`config.mk`:
```
export PLATFORM = sky130hd
export DESIGN_NAME = daisychain_master_flat
export DESIGN_NICKNAME = d
export VERILOG_FILES = /design/src/rtl/daisychain_master_if.sv /design/src/rtl/daisychain_master.sv /design/src/flat_wrapper.sv
export SDC_FILE = /design/constraint.sdc
export NUM_CORES = 1
export LEC_CHECK = 0
export BUFFER_PORTS_ARGS = -buffer_cell sky130_fd_sc_hd__buf_2
export CORE_ASPECT_RATIO = 2
export CORE_UTILIZATION = 57
export DETAILED_ROUTE_END_ITERATION = 7
export PLACE_DENSITY_LB_ADDON = 0.12
export SLEW_MARGIN = 20
export SYNTH_ARGS = -nofsm -noshare
export SYNTH_HDL_FRONTEND = slang
export SYNTH_SLANG_ARGS = --single-unit
```
`constraint.sdc`:
```
create_clock -name clk -period 3 [get_ports clk]
set_clock_uncertainty 0.05 [all_clocks]
set_input_delay 0.15 -clock clk [delete_from_list [all_inputs] [get_ports clk]]
set_output_delay 0.15 -clock clk [all_outputs]
set_load 0.01 [all_outputs]
```
`src/rtl/daisychain_master_if.sv`:
```
// Host-side request/response handshake bundle for the daisychain bus master.
// The DUT takes the master modport; the host/config logic takes the slave modport.
interface daisychain_master_if #(
  parameter int DATA_LEN = 8,
  parameter int CMD_LEN  = 2
);
  logic                req_valid;
  logic                req_ready;
  logic [CMD_LEN-1:0]  req_op;
  logic [DATA_LEN-1:0] req_data;
  logic                rsp_valid;
  logic                rsp_ready;
  logic [DATA_LEN-1:0] rsp_data;

  modport master (
    input  req_valid, req_op, req_data, rsp_ready,
    output req_ready, rsp_valid, rsp_data
  );

  modport slave (
    output req_valid, req_op, req_data, rsp_ready,
    input  req_ready, rsp_valid, rsp_data
  );
endinterface

```
`src/rtl/daisychain_master.sv`:
```
// Daisychain serial-line master: frames host requests as start/command/data on a
// single tri-state wire and collects readback bits into a valid/ready response.
module daisychain_master #(
  parameter int DATA_LEN  = 8,
  parameter int CMD_LEN   = 2,
  parameter int CMD_GAP   = 2,
  parameter int TURN_GAP  = 1,
  parameter int INTER_GAP = 2
) (
  input  logic                 clk,
  input  logic                 reset,
  daisychain_master_if.master  bus,
  output logic                 busy,
  output logic                 line_out,
  output logic                 line_oe,
  input  logic                 line_in
);
  localparam int CW = $clog2(DATA_LEN + 2) + 1;

  localparam logic [CW-1:0] CNT_ZERO = {CW{1'b0}};
  localparam logic [CW-1:0] CNT_ONE  = {{(CW-1){1'b0}}, 1'b1};
  localparam logic [CW-1:0] CNT_CMD  = CW'(CMD_LEN - 1);
  localparam logic [CW-1:0] CNT_GAP  = CW'(CMD_GAP - 1);
  localparam logic [CW-1:0] CNT_WR   = CW'(DATA_LEN);
  localparam logic [CW-1:0] CNT_TURN = CW'(TURN_GAP - 1);
  localparam logic [CW-1:0] CNT_RD   = CW'(DATA_LEN - 1);
  localparam logic [CW-1:0] CNT_HOLD = CW'(INTER_GAP - 1);

  localparam logic [CMD_LEN-1:0] OP_WRITE = CMD_LEN'(2'b10);
  localparam logic [CMD_LEN-1:0] OP_READ  = CMD_LEN'(2'b11);

  typedef enum logic [3:0] {
    S_IDLE    = 4'd0,
    S_START   = 4'd1,
    S_CMD     = 4'd2,
    S_GAP     = 4'd3,
    S_WR_DATA = 4'd4,
    S_TURN    = 4'd5,
    S_RD_DATA = 4'd6,
    S_RESP    = 4'd7,
    S_HOLD    = 4'd8
  } state_t;

  state_t              state_r, state_s;
  logic [CW-1:0]       cnt_r, cnt_s;
  logic [CMD_LEN-1:0]  op_r;
  logic [CMD_LEN-1:0]  cmd_sh_r;
  logic [DATA_LEN-1:0] data_sh_r;
  logic [DATA_LEN-2:0] rd_sh_r;
  logic [DATA_LEN-1:0] rsp_data_r;
  logic                req_ready_r, rsp_valid_r, busy_r;
  logic                line_out_r, line_oe_r;
  logic                line_out_s, line_oe_s;
  logic                accept_s;

  assign accept_s      = (state_r == S_IDLE) && bus.req_valid && req_ready_r;
  assign bus.req_ready = req_ready_r;
  assign bus.rsp_valid = rsp_valid_r;
  assign bus.rsp_data  = rsp_data_r;
  assign busy          = busy_r;
  assign line_out      = line_out_r;
  assign line_oe       = line_oe_r;

  // Next-state and phase counter; each timed phase loads its length-1 on entry.
  always_comb begin
    state_s = state_r;
    cnt_s   = cnt_r;
    case (state_r)
      S_IDLE: begin
        if (accept_s) begin
          state_s = S_START;
          cnt_s   = CNT_ZERO;
        end else begin
          state_s = S_IDLE;
        end
      end
      S_START: begin
        state_s = S_CMD;
        cnt_s   = CNT_CMD;
      end
      S_CMD: begin
        if (cnt_r == CNT_ZERO) begin
          state_s = S_GAP;
          cnt_s   = CNT_GAP;
        end else begin
          cnt_s = cnt_r - CNT_ONE;
        end
      end
      S_GAP: begin
        if (cnt_r == CNT_ZERO) begin
          case (op_r)
            OP_WRITE: begin
              state_s = S_WR_DATA;
              cnt_s   = CNT_WR;
            end
            OP_READ: begin
              state_s = S_TURN;
              cnt_s   = CNT_TURN;
            end
            default: begin
              state_s = S_HOLD;
              cnt_s   = CNT_HOLD;
            end
          endcase
        end else begin
          cnt_s = cnt_r - CNT_ONE;
        end
      end
      S_WR_DATA: begin
        if (cnt_r == CNT_ZERO) begin
          state_s = S_HOLD;
          cnt_s   = CNT_HOLD;
        end else begin
          cnt_s = cnt_r - CNT_ONE;
        end
      end
      S_TURN: begin
        if (cnt_r == CNT_ZERO) begin
          state_s = S_RD_DATA;
          cnt_s   = CNT_RD;
        end else begin
          cnt_s = cnt_r - CNT_ONE;
        end
      end
      S_RD_DATA: begin
        if (cnt_r == CNT_ZERO) begin
          state_s = S_RESP;
          cnt_s   = CNT_ZERO;
        end else begin
          cnt_s = cnt_r - CNT_ONE;
        end
      end
      S_RESP: begin
        if (bus.rsp_ready) begin
          state_s = S_HOLD;
          cnt_s   = CNT_HOLD;
        end else begin
          state_s = S_RESP;
        end
      end
      S_HOLD: begin
        if (cnt_r == CNT_ZERO) begin
          state_s = S_IDLE;
        end else begin
          cnt_s = cnt_r - CNT_ONE;
        end
      end
      default: begin
        state_s = S_IDLE;
        cnt_s   = CNT_ZERO;
      end
    endcase
  end

  // Line value for the upcoming cycle, derived from the state being entered.
  always_comb begin
    line_out_s = 1'b0;
    line_oe_s  = 1'b1;
    case (state_s)
      S_START:   line_out_s = 1'b1;
      S_CMD:     line_out_s = cmd_sh_r[CMD_LEN-1];
      S_WR_DATA: line_out_s = data_sh_r[DATA_LEN-1];
      S_TURN:    line_oe_s  = 1'b0;
      S_RD_DATA: line_oe_s  = 1'b0;
      default:   line_out_s = 1'b0;
    endcase
  end

  // State, counter and registered status/line outputs.
  always_ff @(posedge clk) begin
    if (!reset) begin
      state_r     <= S_IDLE;
      cnt_r       <= CNT_ZERO;
      req_ready_r <= 1'b1;
      rsp_valid_r <= 1'b0;
      busy_r      <= 1'b0;
      line_out_r  <= 1'b0;
      line_oe_r   <= 1'b1;
    end else begin
      state_r     <= state_s;
      cnt_r       <= cnt_s;
      req_ready_r <= (state_s == S_IDLE);
      rsp_valid_r <= (state_s == S_RESP);
      busy_r      <= (state_s != S_IDLE);
      line_out_r  <= line_out_s;
      line_oe_r   <= line_oe_s;
    end
  end

  // Command/payload latches; shifters drain MSB first as bits go on the line,
  // so the WRITE pad cycle naturally sees an all-zero payload register.
  always_ff @(posedge clk) begin
    if (!reset) begin
      op_r      <= {CMD_LEN{1'b0}};
      cmd_sh_r  <= {CMD_LEN{1'b0}};
      data_sh_r <= {DATA_LEN{1'b0}};
    end else if (accept_s) begin
      op_r      <= bus.req_op;
      cmd_sh_r  <= bus.req_op;
      data_sh_r <= bus.req_data;
    end else begin
      op_r <= op_r;
      if (state_s == S_CMD) begin
        cmd_sh_r <= {cmd_sh_r[CMD_LEN-2:0], 1'b0};
      end else begin
        cmd_sh_r <= cmd_sh_r;
      end
      if (state_s == S_WR_DATA) begin
        data_sh_r <= {data_sh_r[DATA_LEN-2:0], 1'b0};
      end else begin
        data_sh_r <= data_sh_r;
      end
    end
  end

  // Readback capture; rsp_data only changes on the final RD_DATA edge.
  always_ff @(posedge clk) begin
    if (!reset) begin
      rd_sh_r    <= {(DATA_LEN-1){1'b0}};
      rsp_data_r <= {DATA_LEN{1'b0}};
    end else if (state_r == S_RD_DATA) begin
      rd_sh_r <= {rd_sh_r[DATA_LEN-3:0], line_in};
      if (cnt_r == CNT_ZERO) begin
        rsp_data_r <= {rd_sh_r, line_in};
      end else begin
        rsp_data_r <= rsp_data_r;
      end
    end else begin
      rd_sh_r    <= rd_sh_r;
      rsp_data_r <= rsp_data_r;
    end
  end
endmodule

```
`src/flat_wrapper.sv`:
```
// flat-port wrapper written by rule: the top's interface ports become plain ports
module daisychain_master_flat 
#(
  parameter int DATA_LEN  = 8,
  parameter int CMD_LEN   = 2,
  parameter int CMD_GAP   = 2,
  parameter int TURN_GAP  = 1,
  parameter int INTER_GAP = 2
)
  (clk, reset, busy, line_out, line_oe, line_in, bus_req_valid, bus_req_op, bus_req_data, bus_rsp_ready, bus_req_ready, bus_rsp_valid, bus_rsp_data);
  daisychain_master_if #(.DATA_LEN(DATA_LEN), .CMD_LEN(CMD_LEN)) bus_i ();
  input  logic clk;
  input  logic reset;
  output logic busy;
  output logic line_out;
  output logic line_oe;
  input  logic line_in;
  input wire logic [$bits(bus_i.req_valid)-1:0] bus_req_valid;
  input wire logic [$bits(bus_i.req_op)-1:0] bus_req_op;
  input wire logic [$bits(bus_i.req_data)-1:0] bus_req_data;
  input wire logic [$bits(bus_i.rsp_ready)-1:0] bus_rsp_ready;
  output wire logic [$bits(bus_i.req_ready)-1:0] bus_req_ready;
  output wire logic [$bits(bus_i.rsp_valid)-1:0] bus_rsp_valid;
  output wire logic [$bits(bus_i.rsp_data)-1:0] bus_rsp_data;
  assign bus_i.req_valid = bus_req_valid;
  assign bus_i.req_op = bus_req_op;
  assign bus_i.req_data = bus_req_data;
  assign bus_i.rsp_ready = bus_rsp_ready;
  assign bus_req_ready = bus_i.req_ready;
  assign bus_rsp_valid = bus_i.rsp_valid;
  assign bus_rsp_data = bus_i.rsp_data;
  daisychain_master #(.DATA_LEN(DATA_LEN), .CMD_LEN(CMD_LEN), .CMD_GAP(CMD_GAP), .TURN_GAP(TURN_GAP), .INTER_GAP(INTER_GAP)) u_core (.clk(clk), .reset(reset), .bus(bus_i), .busy(busy), .line_out(line_out), .line_oe(line_oe), .line_in(line_in));
endmodule
```
### Yosys cells after proc, flatten, opt, wreduce, memory -nomap -nowiden

Index checks and enable logic that the tools add are counted.

| word-level totals | value |
|---|---|
| register bits after elaboration | 41 |
| input port bits | 15 |
| output and inout bits | 13 |
| logic and storage cells | 69 |

| cells by class | value |
|---|---|
| $add $sub $neg | 1 |
| equality and inequality tests | 19 |
| muxes and demuxes | 25 |
| reduce and logical (&&, ||, !) cells | 12 |

Operators by type and width:

| kind | count |
|---|---|
| 5-bit one-hot mux with 8 select lines | 1 |
| 4-bit one-hot mux with 9 select lines | 1 |
| 5-bit two-way mux | 7 |
| 4-bit by 3-bit == test with 1-bit output (second input constant) | 8 |
| 4-bit two-way mux | 7 |
| 8-bit two-way mux | 2 |
| 4-bit one-hot mux with 2 select lines | 2 |
| 4-bit by 2-bit == test with 1-bit output (second input constant) | 3 |
| 4-bit by 1-bit == test with 1-bit output (second input constant) | 2 |
| 4-bit zero test | 2 |
| 5-bit zero test | 1 |
| 5-bit by 1-bit subtractor with 5-bit output (second input constant) | 1 |
| 2-bit == test (second input constant) | 2 |
| 4-bit == test (second input constant) | 1 |
| 2-bit two-way mux | 2 |
| 2-bit != test (second input constant) | 2 |
| 2-bit nonzero test | 2 |
| 4-bit nonzero test | 1 |
| 2-bit OR reduction | 2 |
| 1-bit one-hot mux with 3 select lines | 1 |
| 3-bit AND reduction | 1 |
| 1-bit logical AND | 2 |
| 1-bit two-way mux | 2 |
| 2-bit by 1-bit != test with 1-bit output (second input constant) | 1 |
| 2-bit AND reduction | 1 |

### Depth between registers and ports, before layout

| depth | value |
|---|---|
| depth after elaboration | 8 |
| mapped depth | 9 |
| mapped depth without buffers | 7 |

### Worst setup path before layout

Ideal clock, no wire load.

| timing | value |
|---|---|
| path kind | flip-flop to flip-flop |
| from | register u_core.cnt_r[0] |
| to | register u_core.cmd_sh_r[1] |
| library setup time | 130 ps |
| arrival | 2,055 ps |
| required time | 2,820 ps |
| path slack | 765 ps |
| cell stages (with the launch flop) | 10 |
| buffers on the path | 2 |
| clock period less this slack | 2,235 ps |
| cell sequence | dfxtp_1 inv_1 ha_1 or4b_4 buf_6 mux2i_4 a21o_2 buf_6 o41ai_1 a21oi_1 |

| between the ends | value |
|---|---|
| longest elaborated chain between the ends | 5 |
| elaborated cells on any way between the ends | 10 |
| classes of those cells | eq/ne (1); mux (7); reduce/logical (2) |

RTL lines:

| what | line | source |
|---|---|---|
| start: declaration | daisychain_master.sv:45 | `logic [CW-1:0] cnt_r, cnt_s;` |
| start signal: assignment | daisychain_master.sv:181 | `cnt_r <= cnt_s;` |
| 5-bit zero test * | -- |  |
| 4-bit two-way mux, or another cell as far along | daisychain_master.sv:142 | `if (cnt_r == CNT_ZERO) begin` |
| 4-bit one-hot mux with 9 select lines * | daisychain_master.sv:68 | `case (state_r)` |
| 4-bit by 2-bit == test with 1-bit output * | daisychain_master.sv:203 | `if (state_s == S_CMD) begin` |
| 2-bit nonzero test (no source line) * | -- |  |
| end signal: assignment | daisychain_master.sv:199 | `cmd_sh_r <= bus.req_op;` |
| end signal: assignment | daisychain_master.sv:204 | `cmd_sh_r <= {cmd_sh_r[CMD_LEN-2:0], 1'b0};` |
| end signal: assignment | daisychain_master.sv:206 | `cmd_sh_r <= cmd_sh_r;` |
| end: declaration | daisychain_master.sv:47 | `logic [CMD_LEN-1:0] cmd_sh_r;` |

Every way passes the cells marked *; elsewhere a longest branch is shown, timed or not.
A chain may end at the register's enable or synchronous reset.

### Final worst setup path

| timing | value |
|---|---|
| from | register u_core.state_r[2] |
| to | register u_core.rsp_valid_r (netlist: u_core.bus.rsp_valid) |

| between the ends | value |
|---|---|
| longest elaborated chain between the ends | 6 |
| elaborated cells on any way between the ends | 20 |
| classes of those cells | eq/ne (9); mux (8); reduce/logical (3) |

RTL lines:

| what | line | source |
|---|---|---|
| start: declaration | daisychain_master.sv:44 | `state_t state_r, state_s;` |
| start signal: assignment | daisychain_master.sv:180 | `state_r <= state_s;` |
| 4-bit zero test | daisychain_master.sv:56, daisychain_master.sv:68 |  |
| 1-bit logical AND (2 in a row) | daisychain_master.sv:56 | `assign accept_s = (state_r == S_IDLE) && bus.req_valid && req_ready_r;` |
| 1-bit two-way mux | daisychain_master.sv:70 | `if (accept_s) begin` |
| 4-bit one-hot mux with 9 select lines * | daisychain_master.sv:68 |  |
| 4-bit by 3-bit == test with 1-bit output * | daisychain_master.sv:183 | `rsp_valid_r <= (state_s == S_RESP);` |
| end signal: assignment | daisychain_master.sv:183 |  |
| end: declaration | daisychain_master.sv:51 | `logic req_ready_r, rsp_valid_r, busy_r;` |

Marked as above.

==> results_tabular.tex <==
\begin{tabular}{lr}
\hline
Metric & Value \\
\hline
\multicolumn{2}{l}{\textbf{Cells and area}} \\
\quad Total area of sequential cells & 820.8 sq um \\
\quad Layout cell share with drive strength beyond 1 & 18.53\% \\
\quad Combined area of the multi-input logic cells & 1225 sq um \\
\quad Non-filler cells, final & approximately 340 \\
\quad Filler cells & 359 \\
\quad Post-layout net count & 302 \\
\quad Number of inserted diodes & 0 \\
\quad Final non-filler cell area & about 2400 sq um \\
\quad Synth-to-Final Area Change & 10.60\% \\
\quad Finished Core Util & 65.89\% \\
\multicolumn{2}{l}{\textbf{Run}} \\
\quad Number of maximum-capacitance violations & 0 \\
\multicolumn{2}{l}{\textbf{Global route}} \\
\quad GRT Util Overall & a little over a quarter \\
\quad Global-route wire length before repair & 8045 um \\
\quad Maximum number of pins on one net before global-route repair & 27 \\
\quad Vias in the first global route & 1,883 \\
\quad Total grt overflow & 0 \\
\quad Antenna violations before repair & 0 \\
\multicolumn{2}{l}{\textbf{Die}} \\
\quad Die Wd & 45.65 um \\
\quad Die span in y & 89.30 um \\
\quad Initial standard-cell utilization of the core & 59.57\% \\
\quad Area of the core region & 3646 sq um \\
\quad Total Die Area & 4077 sq um \\
\quad Total I/O pin count & 28 \\
\quad Cell Rows & 31 \\
\multicolumn{2}{l}{\textbf{Route}} \\
\quad Residual antenna-violating net count after detailed routing & 0 \\
\quad Total wire length after detailed routing & between 4000 and 5000 um \\
\quad Length of the first detailed-routing pass in iterations & 4 \\
\quad Vias per inst & approximately 6 \\
\quad Detailed-route wire length per cell & 14.90 um \\
\quad DRC errors left & 0 \\
\quad Number of vias in the routed layout & 2,045 \\
\quad 1st-iter DRT viols & 37 \\
\multicolumn{2}{l}{\textbf{Clock tree}} \\
\quad Clock edge transition at the registers on the reported setup and hold paths & around 0.080 ns \\
\quad Total number of H-tree levels & 2 \\
\quad Cts bufs inserted & 5 \\
\quad Clock tree buffer depth & 2 \\
\quad Cell at the root of the clock tree & sky130\_fd\_sc\_hd\_\_clkbuf\_8 \\
\quad Cts-stage hold buffer count & 0 \\
\quad CTS tree & built \\
\quad Number of buffers added for setup after CTS & 0 \\
\quad Resize count post-CTS & 0 \\
\quad Clock sink total & 41 \\
\quad Worst skew pair latency & 0.30 ns \\
\multicolumn{2}{l}{\textbf{Yosys}} \\
\quad Count of flip-flops with a built-in enable after synthesis & 0 \\
\quad Cell with the most instances after synthesis & sky130\_fd\_sc\_hd\_\_dfxtp\_1 \\
\quad Most area-consuming cells after synthesis & sky130\_fd\_sc\_hd\_\_dfxtp\_1, sky130\_fd\_sc\_hd\_\_nand2\_1, sky130\_fd\_sc\_hd\_\_a21oi\_1, sky130\_fd\_sc\_hd\_\_o21ai\_0, sky130\_fd\_sc\_hd\_\_mux2i\_1 \\
\quad Dominant synthesized flop cell & sky130\_fd\_sc\_hd\_\_dfxtp\_1 \\
\quad Number of standard cells after synthesis & 267 \\
\quad Netlist area before placement & 2172 sq um \\
\quad Post-synth top area cell & sky130\_fd\_sc\_hd\_\_dfxtp\_1 \\
\quad Post-synthesis async set-or-reset flop share & 0\% \\
\quad Average footprint of a synthesized cell & 8.135 sq um \\
\quad Total of warnings raised by yosys & 0 \\
\quad Fraction of synthesized cell area taken by the top area cell type & 37.79\% \\
\quad Netlist cell types & 60 \\
\quad Net count after synthesis & around 280 \\
\quad Leading cell types by count after synthesis & sky130\_fd\_sc\_hd\_\_dfxtp\_1, sky130\_fd\_sc\_hd\_\_nand2\_1, sky130\_fd\_sc\_hd\_\_a21oi\_1 \\
\quad Number of register bits inferred by synthesis & 41 \\
\quad Seq/Total Area, Yosys & $\sim$38\% \\
\multicolumn{2}{l}{\textbf{STA}} \\
\quad Final worst path period need & 2.443 ns \\
\quad Final number of max-transition violations & 0 \\
\quad Number of setup violations in the final report & 0 \\
\quad Max Freq & 409.4 MHz \\
\quad Final TNS setup & 0 ns \\
\quad Setup repair after global routing missed its margin & false \\
\quad Worst hold margin & 0.03550 ns \\
\quad Tightest slew margin relative to the limit & 45.06\% \\
\quad Hold Violations, Final & 0 \\
\quad Part of the cycle the worst path needs & approximately 81\% \\
\quad Measured slew at the worst slew-check pin & 0.8216 ns \\
\multicolumn{2}{l}{\textbf{Worst setup path}} \\
\quad Terminus of the critical flop-to-flop path & u\_core.bus.rsp\_valid \\
\quad Worst Path Required & around 3.2 ns \\
\quad CP max stage cell & sky130\_fd\_sc\_hd\_\_dfxtp\_1 \\
\quad Kind of cell adding the most delay to the critical path & compound AO/OA/AOI/OAI gates \\
\quad Depth of the worst register-to-register path & 5 \\
\quad Crit start category & flip-flop \\
\quad R2R Setup Slk & 0.56 ns \\
\quad Critical Path, Cell by Cell & nor2b\_1, o21ai\_0, a21oi\_1, o21ai\_0, nor3\_1 \\
\quad Critical path class & reg2reg \\
\quad Element type at the critical path end & flip-flop \\
\quad Top fanout value on the critical path & 23 \\
\quad Startpoint of the worst setup timing path & u\_core.state\_r[2] \\
\quad Sum of buffers and inverters on the critical path & 0 \\
\quad Arrival @ worst endpoint & 2.61 ns \\
\quad FF-to-FF Start & u\_core.state\_r[2] \\
\quad Max stage delay on crit path & approximately 0.80 ns \\
\quad Worst path most repeated cell & sky130\_fd\_sc\_hd\_\_o21ai\_0 \\
\multicolumn{2}{l}{\textbf{Power}} \\
\quad Cell area power density & 812.2 nW/um\^{}2 \\
\quad Maximum ir drop on the vdd rail & 509.9 uV \\
\quad Static leakage & 0.9136 nW \\
\multicolumn{2}{l}{\textbf{Hold path}} \\
\quad Hold Path Sink & u\_core.data\_sh\_r[0] \\
\quad Cells on Worst Hold Path & 3 \\
\quad Type of the worst min-delay path & in2reg \\
\quad Origin of the worst min-delay path & bus\_req\_data[0] \\
\multicolumn{2}{l}{\textbf{Place}} \\
\quad Number of port buffers & 27 \\
\quad RePlAce Congestion & 0.8837 \\
\quad Placement Cell Area & 2306 sq um \\
\quad Placed cell count & 327 \\
\quad Total half-perimeter wirelength after legalization and detailed placement & around 3500 um \\
\multicolumn{2}{l}{\textbf{Status}} \\
\quad Status & complete, no violations \\
\hline
\end{tabular}
worst max path at each step:
stage	depth (start not counted)	endpoint	slack [ns]
floorplan	9	u_core.cmd_sh_r[1]	0.77
global placement	7	u_core.bus.rsp_valid	0.66
detailed placement	8	u_core.line_out	0.66
CTS	5	u_core.bus.rsp_valid	0.61
global route	9	u_core.data_sh_r[2]	0.33
finish	5	u_core.bus.rsp_valid	0.56
cells by family after synthesis:
kind of cell | share of synthesized area, %
compound gates | 24.54
buf+inv | 5.817
mux | 4.263
fa+ha+maj | 1.152
simple gates | 26.04
xor+xnor | 0.4033
flops | 37.79
power by group:
part	internal, mW	total [mW]	switching [mW]
registers	0.630	0.719	0.0895
clock network	0.187	0.388	0.201
logic	0.314	0.844	0.530
cell type report:
type / count / share of cell area, %
sequential: 41 / 34.17
clock buffer: 6 / 3.438
inverter: 7 / 1.094
clock inverter: 2 / 0.5729
multi-input combinational: 198 / 50.99
tap: 49 / 2.552
timing repair buffer: 32 / 7.188
cells in the final DEF, fill, tap and decap left out, types with 2 or more instances in the layout:
cell type,count
sky130_fd_sc_hd__nand3_1,8
sky130_fd_sc_hd__buf_4,5
sky130_fd_sc_hd__nor3_1,8
sky130_fd_sc_hd__and2_1,2
sky130_fd_sc_hd__nor4_1,7
sky130_fd_sc_hd__clkbuf_8,6
sky130_fd_sc_hd__nand2b_1,6
sky130_fd_sc_hd__a211oi_1,2
sky130_fd_sc_hd__mux2i_1,7
sky130_fd_sc_hd__inv_1,6
sky130_fd_sc_hd__a21oi_1,22
sky130_fd_sc_hd__or3_1,4
sky130_fd_sc_hd__buf_2,27
sky130_fd_sc_hd__o21ai_0,15
sky130_fd_sc_hd__a31o_2,2
sky130_fd_sc_hd__o311ai_1,2
sky130_fd_sc_hd__nor2b_1,4
sky130_fd_sc_hd__nand4_1,2
sky130_fd_sc_hd__and4_1,3
sky130_fd_sc_hd__o31ai_1,2
sky130_fd_sc_hd__nor2_1,17
sky130_fd_sc_hd__a311oi_1,2
sky130_fd_sc_hd__ha_1,2
sky130_fd_sc_hd__nand2_1,38
sky130_fd_sc_hd__a22o_1,2
sky130_fd_sc_hd__a32o_1,2
sky130_fd_sc_hd__a31oi_1,9
sky130_fd_sc_hd__dfxtp_1,41
sequential cells by signal (all words and copies together), names as in the netlist, 2 cells and up:
register             cells
u_core.bus.rsp_data      8
u_core.cmd_sh_r          2
u_core.cnt_r             5
u_core.data_sh_r         8
u_core.rd_sh_r           7
u_core.op_r              2
u_core.state_r           4
metal layers:
layer  GRT usage (%)  wire length, um  vias to the layer above
met2           46.75             2642                       42
met4           14.88              165                        0
met1           29.40             2056                      971
li1                -                -                     1012
met5               0                0                        -
met3           4.040              126                       20
worst reg2reg max path: stages, from the launching register on:
cell and delay [ns]:
sky130_fd_sc_hd__dfxtp_1 0.80, sky130_fd_sc_hd__nor2b_1 0.34, sky130_fd_sc_hd__o21ai_0 0.20, sky130_fd_sc_hd__a21oi_1 0.56, sky130_fd_sc_hd__o21ai_0 0.24, sky130_fd_sc_hd__nor3_1 0.17
through the flow:
stage | setup slack (ns) | power (mW)
2_1_floorplan | 0.7654 | 1.410
3_3_place_gp | 0.6596 | 1.555
3_5_place_dp | 0.6562 | 1.566
4_1_cts | 0.6135 | 1.951
5_1_grt | 0.3255 | 2.090
6_report | 0.5575 | 1.951
Power figures use the tool's default switching activity.
